### src/rtl/csr_unit_if.sv
// Execute-stage CSR request/response bundle between the core controller and csr_unit.
interface csr_unit_if;
  logic        instr_valid;
  logic [31:0] pc;
  logic        csr_rd;
  logic        csr_wr;
  logic        is_mret;
  logic [11:0] csr_addr;
  logic [31:0] csr_wdata;
  logic        timer_irq;
  logic        ext_irq;
  logic [31:0] csr_rdata;
  logic        redirect;
  logic [31:0] redirect_pc;

  modport master (
    output instr_valid, pc, csr_rd, csr_wr, is_mret, csr_addr, csr_wdata,
    output timer_irq, ext_irq,
    input  csr_rdata, redirect, redirect_pc
  );

  modport slave (
    input  instr_valid, pc, csr_rd, csr_wr, is_mret, csr_addr, csr_wdata,
    input  timer_irq, ext_irq,
    output csr_rdata, redirect, redirect_pc
  );
endinterface

### src/rtl/csr_unit.sv
// Machine-mode CSR file with interrupt entry, MRET return and a one-cycle
// FLUSH state after every redirect.
module csr_unit (
  input  logic       clk,
  input  logic       rst_n,
  csr_unit_if.slave  bus
);

  typedef enum logic {RUN, FLUSH} state_t;

  state_t      state;
  logic        mstatus_mie;
  logic        mstatus_mpie;
  logic        mie_mtie;
  logic        mie_meie;
  logic        mip_mtip;
  logic        mip_meip;
  logic [31:0] mtvec;
  logic [31:0] mepc;
  logic [31:0] mcause;
  logic [31:0] mcycle;

  logic        active;
  logic        pend_ext;
  logic        pend_tmr;
  logic        take_trap;
  logic        do_mret;
  logic        do_write;

  always_comb begin
    active    = bus.instr_valid && (state == RUN);
    pend_ext  = mie_meie && mip_meip;
    pend_tmr  = mie_mtie && mip_mtip;
    take_trap = active && mstatus_mie && (pend_ext || pend_tmr);
    do_mret   = active && bus.is_mret && !take_trap;
    do_write  = active && bus.csr_wr && !take_trap;
  end

  always_comb begin
    bus.csr_rdata = '0;
    if (bus.csr_rd && bus.instr_valid) begin
      case (bus.csr_addr)
        12'h300: bus.csr_rdata = {24'd0, mstatus_mpie, 3'd0, mstatus_mie, 3'd0};
        12'h304: bus.csr_rdata = {20'd0, mie_meie, 3'd0, mie_mtie, 7'd0};
        12'h344: bus.csr_rdata = {20'd0, mip_meip, 3'd0, mip_mtip, 7'd0};
        12'h305: bus.csr_rdata = mtvec;
        12'h341: bus.csr_rdata = mepc;
        12'h342: bus.csr_rdata = mcause;
        12'hB00: bus.csr_rdata = mcycle;
        default: bus.csr_rdata = '0;
      endcase
    end
  end

  always_comb begin
    bus.redirect    = take_trap || do_mret;
    bus.redirect_pc = '0;
    if (take_trap)    bus.redirect_pc = mtvec;
    else if (do_mret) bus.redirect_pc = mepc;
  end

  always_ff @(posedge clk) begin
    if (!rst_n) begin
      state        <= RUN;
      mstatus_mie  <= 1'b0;
      mstatus_mpie <= 1'b0;
      mie_mtie     <= 1'b0;
      mie_meie     <= 1'b0;
      mip_mtip     <= 1'b0;
      mip_meip     <= 1'b0;
      mtvec        <= '0;
      mepc         <= '0;
      mcause       <= '0;
      mcycle       <= '0;
    end else begin
      mip_mtip <= bus.timer_irq;
      mip_meip <= bus.ext_irq;
      mcycle   <= mcycle + 32'd1;
      case (state)
        RUN: begin
          if (take_trap) begin
            mepc         <= {bus.pc[31:2], 2'b00};
            mcause       <= pend_ext ? 32'h8000_000B : 32'h8000_0007;
            mstatus_mpie <= mstatus_mie;
            mstatus_mie  <= 1'b0;
            state        <= FLUSH;
          end else begin
            if (do_write) begin
              case (bus.csr_addr)
                12'h300: begin
                  mstatus_mie  <= bus.csr_wdata[3];
                  mstatus_mpie <= bus.csr_wdata[7];
                end
                12'h304: begin
                  mie_mtie <= bus.csr_wdata[7];
                  mie_meie <= bus.csr_wdata[11];
                end
                12'h305: mtvec  <= {bus.csr_wdata[31:2], 2'b00};
                12'h341: mepc   <= {bus.csr_wdata[31:2], 2'b00};
                12'h342: mcause <= bus.csr_wdata;
                12'hB00: mcycle <= bus.csr_wdata;
                default: ;
              endcase
            end
            // MRET assignments come after the write so they win on mstatus;
            // both sample the pre-edge MPIE.
            if (do_mret) begin
              mstatus_mie  <= mstatus_mpie;
              mstatus_mpie <= 1'b1;
              state        <= FLUSH;
            end
          end
        end
        FLUSH: state <= RUN;
        default: state <= RUN;
      endcase
    end
  end

endmodule

### src/flat_wrapper.sv
// flat-port wrapper written by rule: the top's interface ports become plain ports
module csr_unit_flat 
  (clk, rst_n, bus_instr_valid, bus_pc, bus_csr_rd, bus_csr_wr, bus_is_mret, bus_csr_addr, bus_csr_wdata, bus_timer_irq, bus_ext_irq, bus_csr_rdata, bus_redirect, bus_redirect_pc);
  csr_unit_if bus_i ();
  input  logic clk;
  input  logic rst_n;
  input wire logic [$bits(bus_i.instr_valid)-1:0] bus_instr_valid;
  input wire logic [$bits(bus_i.pc)-1:0] bus_pc;
  input wire logic [$bits(bus_i.csr_rd)-1:0] bus_csr_rd;
  input wire logic [$bits(bus_i.csr_wr)-1:0] bus_csr_wr;
  input wire logic [$bits(bus_i.is_mret)-1:0] bus_is_mret;
  input wire logic [$bits(bus_i.csr_addr)-1:0] bus_csr_addr;
  input wire logic [$bits(bus_i.csr_wdata)-1:0] bus_csr_wdata;
  input wire logic [$bits(bus_i.timer_irq)-1:0] bus_timer_irq;
  input wire logic [$bits(bus_i.ext_irq)-1:0] bus_ext_irq;
  output wire logic [$bits(bus_i.csr_rdata)-1:0] bus_csr_rdata;
  output wire logic [$bits(bus_i.redirect)-1:0] bus_redirect;
  output wire logic [$bits(bus_i.redirect_pc)-1:0] bus_redirect_pc;
  assign bus_i.instr_valid = bus_instr_valid;
  assign bus_i.pc = bus_pc;
  assign bus_i.csr_rd = bus_csr_rd;
  assign bus_i.csr_wr = bus_csr_wr;
  assign bus_i.is_mret = bus_is_mret;
  assign bus_i.csr_addr = bus_csr_addr;
  assign bus_i.csr_wdata = bus_csr_wdata;
  assign bus_i.timer_irq = bus_timer_irq;
  assign bus_i.ext_irq = bus_ext_irq;
  assign bus_csr_rdata = bus_i.csr_rdata;
  assign bus_redirect = bus_i.redirect;
  assign bus_redirect_pc = bus_i.redirect_pc;
  csr_unit u_core (.clk(clk), .rst_n(rst_n), .bus(bus_i));
endmodule
### config.mk
export PLATFORM = sky130hd
export DESIGN_NAME = csr_unit_flat
export DESIGN_NICKNAME = d
export VERILOG_FILES = /design/src/rtl/csr_unit_if.sv /design/src/rtl/csr_unit.sv /design/src/flat_wrapper.sv
export SDC_FILE = /design/constraint.sdc
export NUM_CORES = 1
export LEC_CHECK = 0
export CORE_MARGIN = 2
export CORE_UTILIZATION = 51
export CTS_CLUSTER_SIZE = 20
export DETAILED_ROUTE_END_ITERATION = 16
export GPL_ROUTABILITY_DRIVEN = 0
export PLACE_DENSITY = 0.84
export RECOVER_POWER = 100
export SYNTH_ARGS = -nofsm -noshare
export SYNTH_HDL_FRONTEND = slang
export SYNTH_SLANG_ARGS = --single-unit
### constraint.sdc
create_clock -name clk -period 2.82 [get_ports clk]
set_input_delay 0.282 -clock clk [delete_from_list [all_inputs] [get_ports clk]]
set_output_delay 0.282 -clock clk [all_outputs]
set_load 0.005 [all_outputs]
# Yosys cells after proc, flatten, opt, wreduce, memory -nomap -nowiden
# Index checks and enable logic that the tools add are counted.
[op_classes]
addsub = 1
n_reduce_logical = 23
bitwise = 2
mux = 26
eq_ne = 7
[op_table]
columns = ["operator", "n"]
rows = [
  ["two-way mux 32 bit", 13],
  ["case mux 32 bit (7 select lines)", 1],
  ["equality test 12 x 10 -> 1 bit (second input constant)", 6],
  ["adder 32 x 1 -> 32 bit (second input constant)", 1],
  ["equality test 12 bit (second input constant)", 1],
  ["logical AND 1 bit", 10],
  ["two-way mux 1 bit", 10],
  ["AND reduction 3 bit", 3],
  ["AND reduction 4 bit", 2],
  ["nonzero test 2 bit", 3],
  ["nonzero test 3 bit", 2],
  ["two-way mux 4 bit", 1],
  ["logical OR 1 bit", 2],
  ["NOT 1 bit", 2],
  ["case mux 1 bit (2 select lines)", 1],
  ["logical NOT 1 bit", 1],
]
[word_totals]
wordCells = 70
in_bits = 84
out_inout_bits = 65
ff_bits = 133

# Logic depth before layout (Yosys ltp)
# Gate-level depths: netlist of the first run.
[depth]
ltp_word = 9
ltp_mapped = 8
mapped_depth_nobuf = 6

# Worst setup path after synthesis of the first run
# No wires, ideal clock.
[synth_path]
kind = "input-to-output"
from = "input bus_csr_addr[11]"
to = "output bus_csr_rdata[21]"
required_ns = 2.538
setup_slack_ns = 0.667
n_path_buf = 3
stages = 7
arrival_ns = 1.871
path_cell_list = "buf_2 or3b_4 nor4_2 buf_2 clkbuf_1 nand2_1 a21oi_1"
[synth_between]
elab_chain_len = 3
elab_cells_between_ends = 9
classes_between = "eq/ne: 7; mux: 2"
[synth_rtl]
columns = ["element", "line", "source"]
rows = [
  ["from (decl)", "flat_wrapper.sv:12", "input wire logic [$bits(bus_i.csr_addr)-1:0] bus_csr_addr;"],
  ["equality test 12 bit / equality test 12 x 10 -> 1 bit (equally long branches)", "csr_unit.sv:42", "case (bus.csr_addr)"],
  ["case mux 32 bit (7 select lines) *", "csr_unit.sv:42", ""],
  ["two-way mux 32 bit *", "csr_unit.sv:41", "if (bus.csr_rd && bus.instr_valid) begin"],
  ["to (decl)", "flat_wrapper.sv:16", "output wire logic [$bits(bus_i.csr_rdata)-1:0] bus_csr_rdata;"],
]
# Every way passes the cells marked *; elsewhere a longest branch is shown, timed or not.

# Worst setup path in the final report of the first run
[layout_path]
from = "input bus_csr_addr[3]"
to = "output bus_csr_rdata[11]"
# Same word-level chain as after synthesis.

==> results of run 1 <==
[critical path: cells and delay by family]
family,cells,cell delay (ns)
AOI/OAI and AO/OA,2,0.26
buffers and inverters,5,1.23
and+or+nand+nor,2,0.72
[final timing paths]
check,start,to,slack (ns),depth (start not counted)
max,bus_csr_addr[3],bus_csr_rdata[11],0.03,9
min reg2reg,u_core.mtvec[19],u_core.mtvec[19],0.47,2
max reg2reg,u_core.mip_meip,u_core.mcause[7],0.45,5
min,rst_n,u_core.mepc[21],0.32,3
[flip-flops by register name (all words and copies together), names as in the netlist]
name                 count
u_core.mcycle           32
u_core.mip_meip          1
u_core.mtvec            30
u_core.mstatus_mpie      1
u_core.mie_meie          1
u_core.mcause           32
u_core.mstatus_mie       1
u_core.state             1
u_core.mepc             30
u_core.mie_mtie          1
u_core.mip_mtip          1
[power breakdown]
part	internal (mW)	switching [mW]	total (mW)
logic	0.148	0.143	0.290
registers	1.86	0.00910	1.87
clock network	1.62	0.845	2.46
[cells in the final DEF, fill, tap and decap left out, drive strengths merged, types with 3 or more instances in the layout]
master	n
nand3b	4
and4	3
o21ai	52
a22o	56
nor4	10
clkdlybuf4s50	107
or2	4
or4	4
a21oi	119
a31oi	3
and3	7
xor2	12
a22oi	29
dlygate4sd2	21
nand2b	4
xnor2	16
and2	5
clkinv	3
bufinv	5
inv	5
nand3	46
clkbuf	22
nor3	8
dlymetal6s2s	5
mux2i	42
nand4	12
clkdlybuf4s15	7
clkinvlp	4
buf	57
or3	4
dfxtp	131
nor2	27
a211oi	13
nand2	161
[kinds of logic after synthesis]
| family | Yosys count | share of synthesized area |
|---|---|---|
| and+or+nand+nor | 305 | 0.211 |
| AOI/OAI and AO/OA | 280 | 0.253 |
| DFF | 131 | 0.381 |
| buffers and inverters | 85 | 0.0551 |
| muxes | 42 | 0.0611 |
| xor gates and xnor gates | 28 | 0.0356 |
| adders and majority gates | 1 | 0.00182 |
| other | 1 | 0.000545 |
[metal layers]
| layer | wire [µm] | up-vias | GRT usage |
|---|---|---|---|
| met5 | 0 | - | 0 |
| met4 | 463 | 0 | 0.113 |
| met3 | 1690 | 48 | 0.0661 |
| met2 | 10700 | 375 | 0.494 |
| met1 | 9000 | 3428 | 0.377 |
| li1 | - | 3434 | - |
[final cells by class]
class / instances / area [µm²] / share of cell area
well taps: 176 / 220 / 0.0231
inverters: 5 / 18.8 / 0.00197
clock inverters: 12 / 203 / 0.0213
flip-flops and latches: 131 / 2620 / 0.276
repair buffers: 201 / 2050 / 0.215
multi-input cells: 658 / 3950 / 0.415
clock buffers: 20 / 457 / 0.0480
[repair_timing]
| item | in CTS | in global routing |
|---|---|---|
| pin swaps | 2 | 10 |
| buffers inserted | 2 | 8 |
| hold endpoints to repair | 0 | 0 |
| setup endpoints to repair | 32 | 4 |
| cloned | 0 | 1 |
| gates resized for setup | 35 | 21 |
==> metrics.txt, run 1 <==
status completed; WS Path Type primary input to primary output; worst skew pair latency 0.43 ns; EDFF count, synth 0; Yosys reg bits around 130; Synth Flop Type dfxtp_1; hold crit path type primary input to flip-flop; CP max-delay cell clkdlybuf4s50_1; part of the cycle the worst path needs 0.989; CP Data Required Time 2.54 ns; Slew HR 0.160; Design Area, Final between 9000 and 10,000 µm²; largest net degree at the start of global routing 55; routed len/inst roughly 18 µm; Via density 6.06; setup_tns 0 ns; Fin Clk Skew 0.00725 ns; # nets final 1,099; top-count cell post-synth nand2_1; Crit path largest cell delay approximately 0.42 ns; chip width 120 µm; DP Cell Count 1,160; DRC Markers 0; Seq/Total Area, Yosys 0.381; Finished Layout Cells approximately 1.2k; asr flop ratio synth 0; Yosys top cell by area dfxtp_1; drt total wl between 20,000 and 25,000 µm; Tmin final between 2 and 3 ns; Power per Cell Area 485 nW/µm²; unrepaired setup endpoints after global routing true; Place WS -0.119 ns; CP max FO 17; post-synth top area share 0.381; placed cell area a little under 9000 µm²; CTS tree yes; Initial Util 0.522; Post-DP HPWL ~14,000 µm; Peak Freq 359 MHz; Setup-failing EPs final 0; Die ar. about 14,000 µm²; Die Ht 120 µm; initial antenna violation count 0; core footprint 13,200 µm²; Rows 42; Post-CTS Hold Fix Bufs 0; final worst setup slack between 0.03 and 0.04 ns; Hold Worst Slack 0.321 ns; DRT antenna net count 0; number of fill cells 996; CTS buffer count 17; worst slew pin tran 1.26 ns; Startpoint Class primary input; Area Growth Syn to Fin 38.3%; largest cells by area after synthesis dfxtp_1 38%, nand2_1 8.8%, a21oi_1 8.7%; Crit. End Element primary output; Synth cell types 53; I/O pins 149; gr usage total 0.298; ANT cells 0; Slew Viols, Final 0; Max IR drop VDD 0.000438 V; DRT iter0 DRCs 815; CP cell instances clkdlybuf4s50_1 -> or3_4 -> buf_4 -> nor4_4 -> buf_4 -> clkbuf_16 -> a22oi_1 -> a21oi_1 -> dlygate4sd2_1; first-pass GRT wire length 34,500 µm; DR pass1 iterations 6; Final Util 0.722; GRT Residual Overflow 0; H-tree depth 4; syn_area_per_cell 7.88 µm²; most instantiated cells after synthesis 161 x nand2_1, 131 x dfxtp_1, 119 x a21oi_1; CTS sink count 131; CP arrival 2.51 ns; share of cells above drive strength 1 0.106; Leak 3.44 nW; Cells after Synth 873; Vias 7,285; Pwr Total 4.62 mW; Warnings, synthesis 0; Port Buf Inserts ~140; clk root buf clkbuf_16; max-cap violations 0; clock-pin slew on the worst setup and hold paths 0.06 ns; CTS Buffer Depth 2; vias in the first global route 6,813; Fin. Hold Viols 0; mapped cell area 6880 µm²; Crit path top cell by count buf_4
Note: power is estimated with default switching activity, not from simulation.
==> run 2: changes to the inputs <==
--- a/config.mk
+++ b/config.mk
@@ -12,6 +12,7 @@
 export GPL_ROUTABILITY_DRIVEN = 0
 export PLACE_DENSITY = 0.84
 export RECOVER_POWER = 100
+export SETUP_SLACK_MARGIN = 0.3
 export SYNTH_ARGS = -nofsm -noshare
 export SYNTH_HDL_FRONTEND = slang
 export SYNTH_SLANG_ARGS = --single-unit
==> metrics.txt, run 2 (synthesis gave the netlist of run 1 again) <==
WS Path Type primary input to primary output (unchanged); Tmin final 2.61 ns (was 2.79 ns); Initial Util 0.522 (unchanged); Die Ht 120 µm (unchanged); largest registers u_core.mcause x32, u_core.mcycle x32 (unchanged); CP arrival 2.33 ns (was 2.51 ns); worst skew pair latency 0.43 ns (about the same); CP max FO 20 (was 17); hold crit path type primary input to flip-flop (unchanged); Die ar. 14,400 µm² (unchanged); part of the cycle the worst path needs 0.925 (was 0.989); clk root buf clkbuf_16 (unchanged); Vias 7,555 (was 7,285); share of cells above drive strength 1 0.138 (was 0.106); CTS buffer count 17 (unchanged); Post-CTS Hold Fix Bufs 0 (unchanged); Slew HR 0.208 (was 0.160); max-cap violations 0 (unchanged); Slew Viols, Final 0 (unchanged); DR pass1 iterations 6 (unchanged); worst slew pin tran 1.19 ns (was 1.26 ns); CP Data Required Time 2.54 ns (about the same); Port Buf Inserts 144 (unchanged); first-pass GRT wire length 37,700 µm (was 34,500 µm); Max IR drop VDD 0.000414 V (was 0.000438 V); unrepaired setup endpoints after global routing true (unchanged); status completed (unchanged); DRC Markers 0 (unchanged); H-tree depth 4 (unchanged); Fin Clk Skew 0.00619 ns (was 0.00725 ns); Post-DP HPWL 14,100 µm (unchanged); ANT cells 0 (unchanged); Area Growth Syn to Fin 40.9% (was 38.3%); CTS sink count 131 (unchanged); core footprint 13,200 µm² (unchanged); Pwr Total 4.64 mW (was 4.62 mW); Leak 3.55 nW (was 3.44 nW); initial antenna violation count 0 (unchanged); gr usage total 0.330 (was 0.298); largest net degree at the start of global routing 55 (unchanged); vias in the first global route 7,206 (was 6,813); Peak Freq 383 MHz (was 359 MHz); most common cell after layout, fill and taps aside nand2_1 (unchanged); Via density 6.17 (was 6.06); CTS Buffer Depth 2 (unchanged); # nets final 1,120 (was 1,099); DRT iter0 DRCs 863 (was 815); Crit. End Element primary output (unchanged); GRT Residual Overflow 0 (unchanged); CTS tree yes (unchanged); I/O pins 149 (unchanged); Rows 42 (unchanged); Power per Cell Area 479 nW/µm² (was 485 nW/µm²); DRT antenna net count 0 (unchanged); Hold Worst Slack 0.324 ns (was 0.321 ns); clock-pin slew on the worst setup and hold paths 0.06 ns (about the same); Startpoint Class primary input (unchanged); most frequent cells in the layout 159 x nand2_1, 130 x dfxtp_1, 112 x a21oi_1 (was 160 x nand2_1, 131 x dfxtp_1, 117 x a21oi_1); drt total wl 24,400 µm (was 21,800 µm); Fin. Hold Viols 0 (unchanged); routed len/inst 20.0 µm (was 18.2 µm); chip width 120 µm (unchanged); Setup-failing EPs final 0 (unchanged)
run 2: critical path, stage by stage:
cell and delay, ns:
clkdlybuf4s50_1 0.56, and3b_2 0.28, and2_0 0.28, buf_12 0.21, nand2_1 0.08, nand2_1 0.06
dlygate4sd3_1 0.56
run 2: per-stage QoR:
step                area (µm²)  std cells   util  TNS (ns)  setup WS (ns)
floorplan                 6890        874      -         0          0.667
global placement          8710       1160  0.661     -1.92         -0.101
detailed placement        8710       1160  0.661     -2.23         -0.119
CTS                       9690       1219  0.734         0          0.240
global route              9700       1224  0.735         0          0.132
finish                    9700       1224  0.735         0          0.212
run 2: path summary, 6_finish.rpt:
path                                        from  depth (start not counted)  slack, ns             endpoint
worst min register to register  u_core.mtvec[19]                          2       0.47     u_core.mtvec[19]
worst max register to register   u_core.mie_meie                          6       0.35     u_core.mcycle[4]
worst min-delay path                       rst_n                          3       0.32    u_core.mcycle[26]
worst max-delay path             bus_instr_valid                          7       0.21  bus_redirect_pc[14]
run 2: layout make-up:
class / count / area (µm²)
clock buffers: 20 / 457
clock inverters: 12 / 203
fillers: 960 / 3490
inverters: 5 / 18.8
multi-input cells: 659 / 3990
flip-flops and latches: 131 / 2620
well taps: 176 / 220
repair buffers: 221 / 2190
run 2: report_power, final:
part	internal [mW]	switching [mW]	leakage, nW	total (mW)
Combinational	0.152	0.151	2.18	0.303
Clock	1.62	0.854	0.309	2.47
Sequential	1.86	0.0102	1.06	1.87
Total	3.63	1.02	3.55	4.64
run 2: layer usage:
metal / track usage / up-vias / share of wire
met4: 0.160 / 0 / 0.036
met2: 0.545 / 417 / 0.48
met3: 0.0794 / 78 / 0.078
li1: - / 3481 / -
met5: 0 / - / 0
met1: 0.404 / 3579 / 0.40
run 2: what timing repair did:
item	4_1_cts	5_1_grt
pin swaps	27	16
gates resized for setup	125	55
setup buffers	22	4
endpoints found under the setup margin	34	82
gates cloned	5	1
==> edit (flow settings as in run 1) <==
Reset style: asynchronous (`rst_n`), changed in one clocked block.
--- a/src/rtl/csr_unit.sv
+++ b/src/rtl/csr_unit.sv
@@ -61,3 +61,3 @@
 
-  always_ff @(posedge clk) begin
+  always_ff @(posedge clk or negedge rst_n) begin
     if (!rst_n) begin
Behaviour: not the same (a bounded check fails within 4 cycles, from zero or initial values and one cycle with rst_n low; the reset may be asserted at any time).
==> edit against run 1 <==
Sequential cell count unchanged; final area increased by 6.1%; synthesized area up 5.0%; sequential power grew 11%; power up 4.8%; worst setup slack better by 0.026 ns; routed wire length increased by 10%; combinational power is 38% higher.
==> edit: results (changes against run 1) <==
vias in the first global route: 7270 (+6.7%)
placed cell count: 1131 (-2.5%)
hpwl dp: 14900 um (+5.2%)
wire length of the first global-routing pass: 36600 um (+6.2%)
fraction of area in multi-input gates: 37.3% (-4.2 points)
Tap Cells: 180 (+2.3%)
number of fill cells: 989 (-0.70%)
post-route clock skew: 0.00560 ns (-0.00164 ns)
status: completed
WHS: 0.413 ns (+0.0921 ns)
Signal inverters: 3 (-2)
WHS Endpoint: u_core.mip_meip$_DFF_PN0_
P_leak: 4.55 nW (+32%)
total number of vias: 7437 (+2.1%)
Async S/R FF share, synth: 100% (+100 points)
post-synthesis sequential area ratio: 45.4% (+7.3 points)
wire length per cell: 20.3 um (+12%)
max incr delay on CP: 0.40 ns (-0.02 ns)
bufs w/o clock: 224 (+11%)
r2r worst-path depth: 7 (+2)
pin count of the biggest net entering global routing: 79 (+44%)
most common library cells after synthesis: 167 x nand2_1, 131 x dfrtp_1, 90 x a21oi_1
r2r endpoint: u_core.mcause[15]$_DFFE_PN0P_
post-CTS resize count: 48 (+37%)
Crit Path Max Fanout: 5 (-12)
## edit: logic make-up (layout without fill, tap and decap cells)
kind of cell             after synthesis  count (layout)  share of synthesized area, %
adder cells (fa/ha/maj)                1               1                         0.173
XOR/XNOR                              30              30                          3.64
buffers and inverters                 68             259                          3.90
multiplexers                          34              34                          5.26
AO/OA/AOI/OAI                        227             227                          21.2
flip-flops                           131             131                          45.4
other                                  1               2                        0.0519
AND/OR/NAND/NOR                      323             323                          20.4
## edit: layer usage
metal	GRT usage, %	wire length (um)
met5	0	0
met4	12.3	690
met3	6.92	2430
met2	50.2	11200
met1	42.0	9770
## edit: how the worst max path moves through the flow
stage,startpoint,end,cells after the start
after global placement,bus_csr_addr[5],bus_csr_rdata[11],6
after floorplan,bus_csr_addr[5],bus_csr_rdata[11],4
after CTS,bus_csr_addr[5],bus_csr_rdata[12],7
final,bus_csr_addr[5],bus_csr_rdata[6],10
after detailed placement,bus_csr_addr[5],bus_csr_rdata[11],6
after global routing,bus_csr_addr[5],bus_csr_rdata[6],10
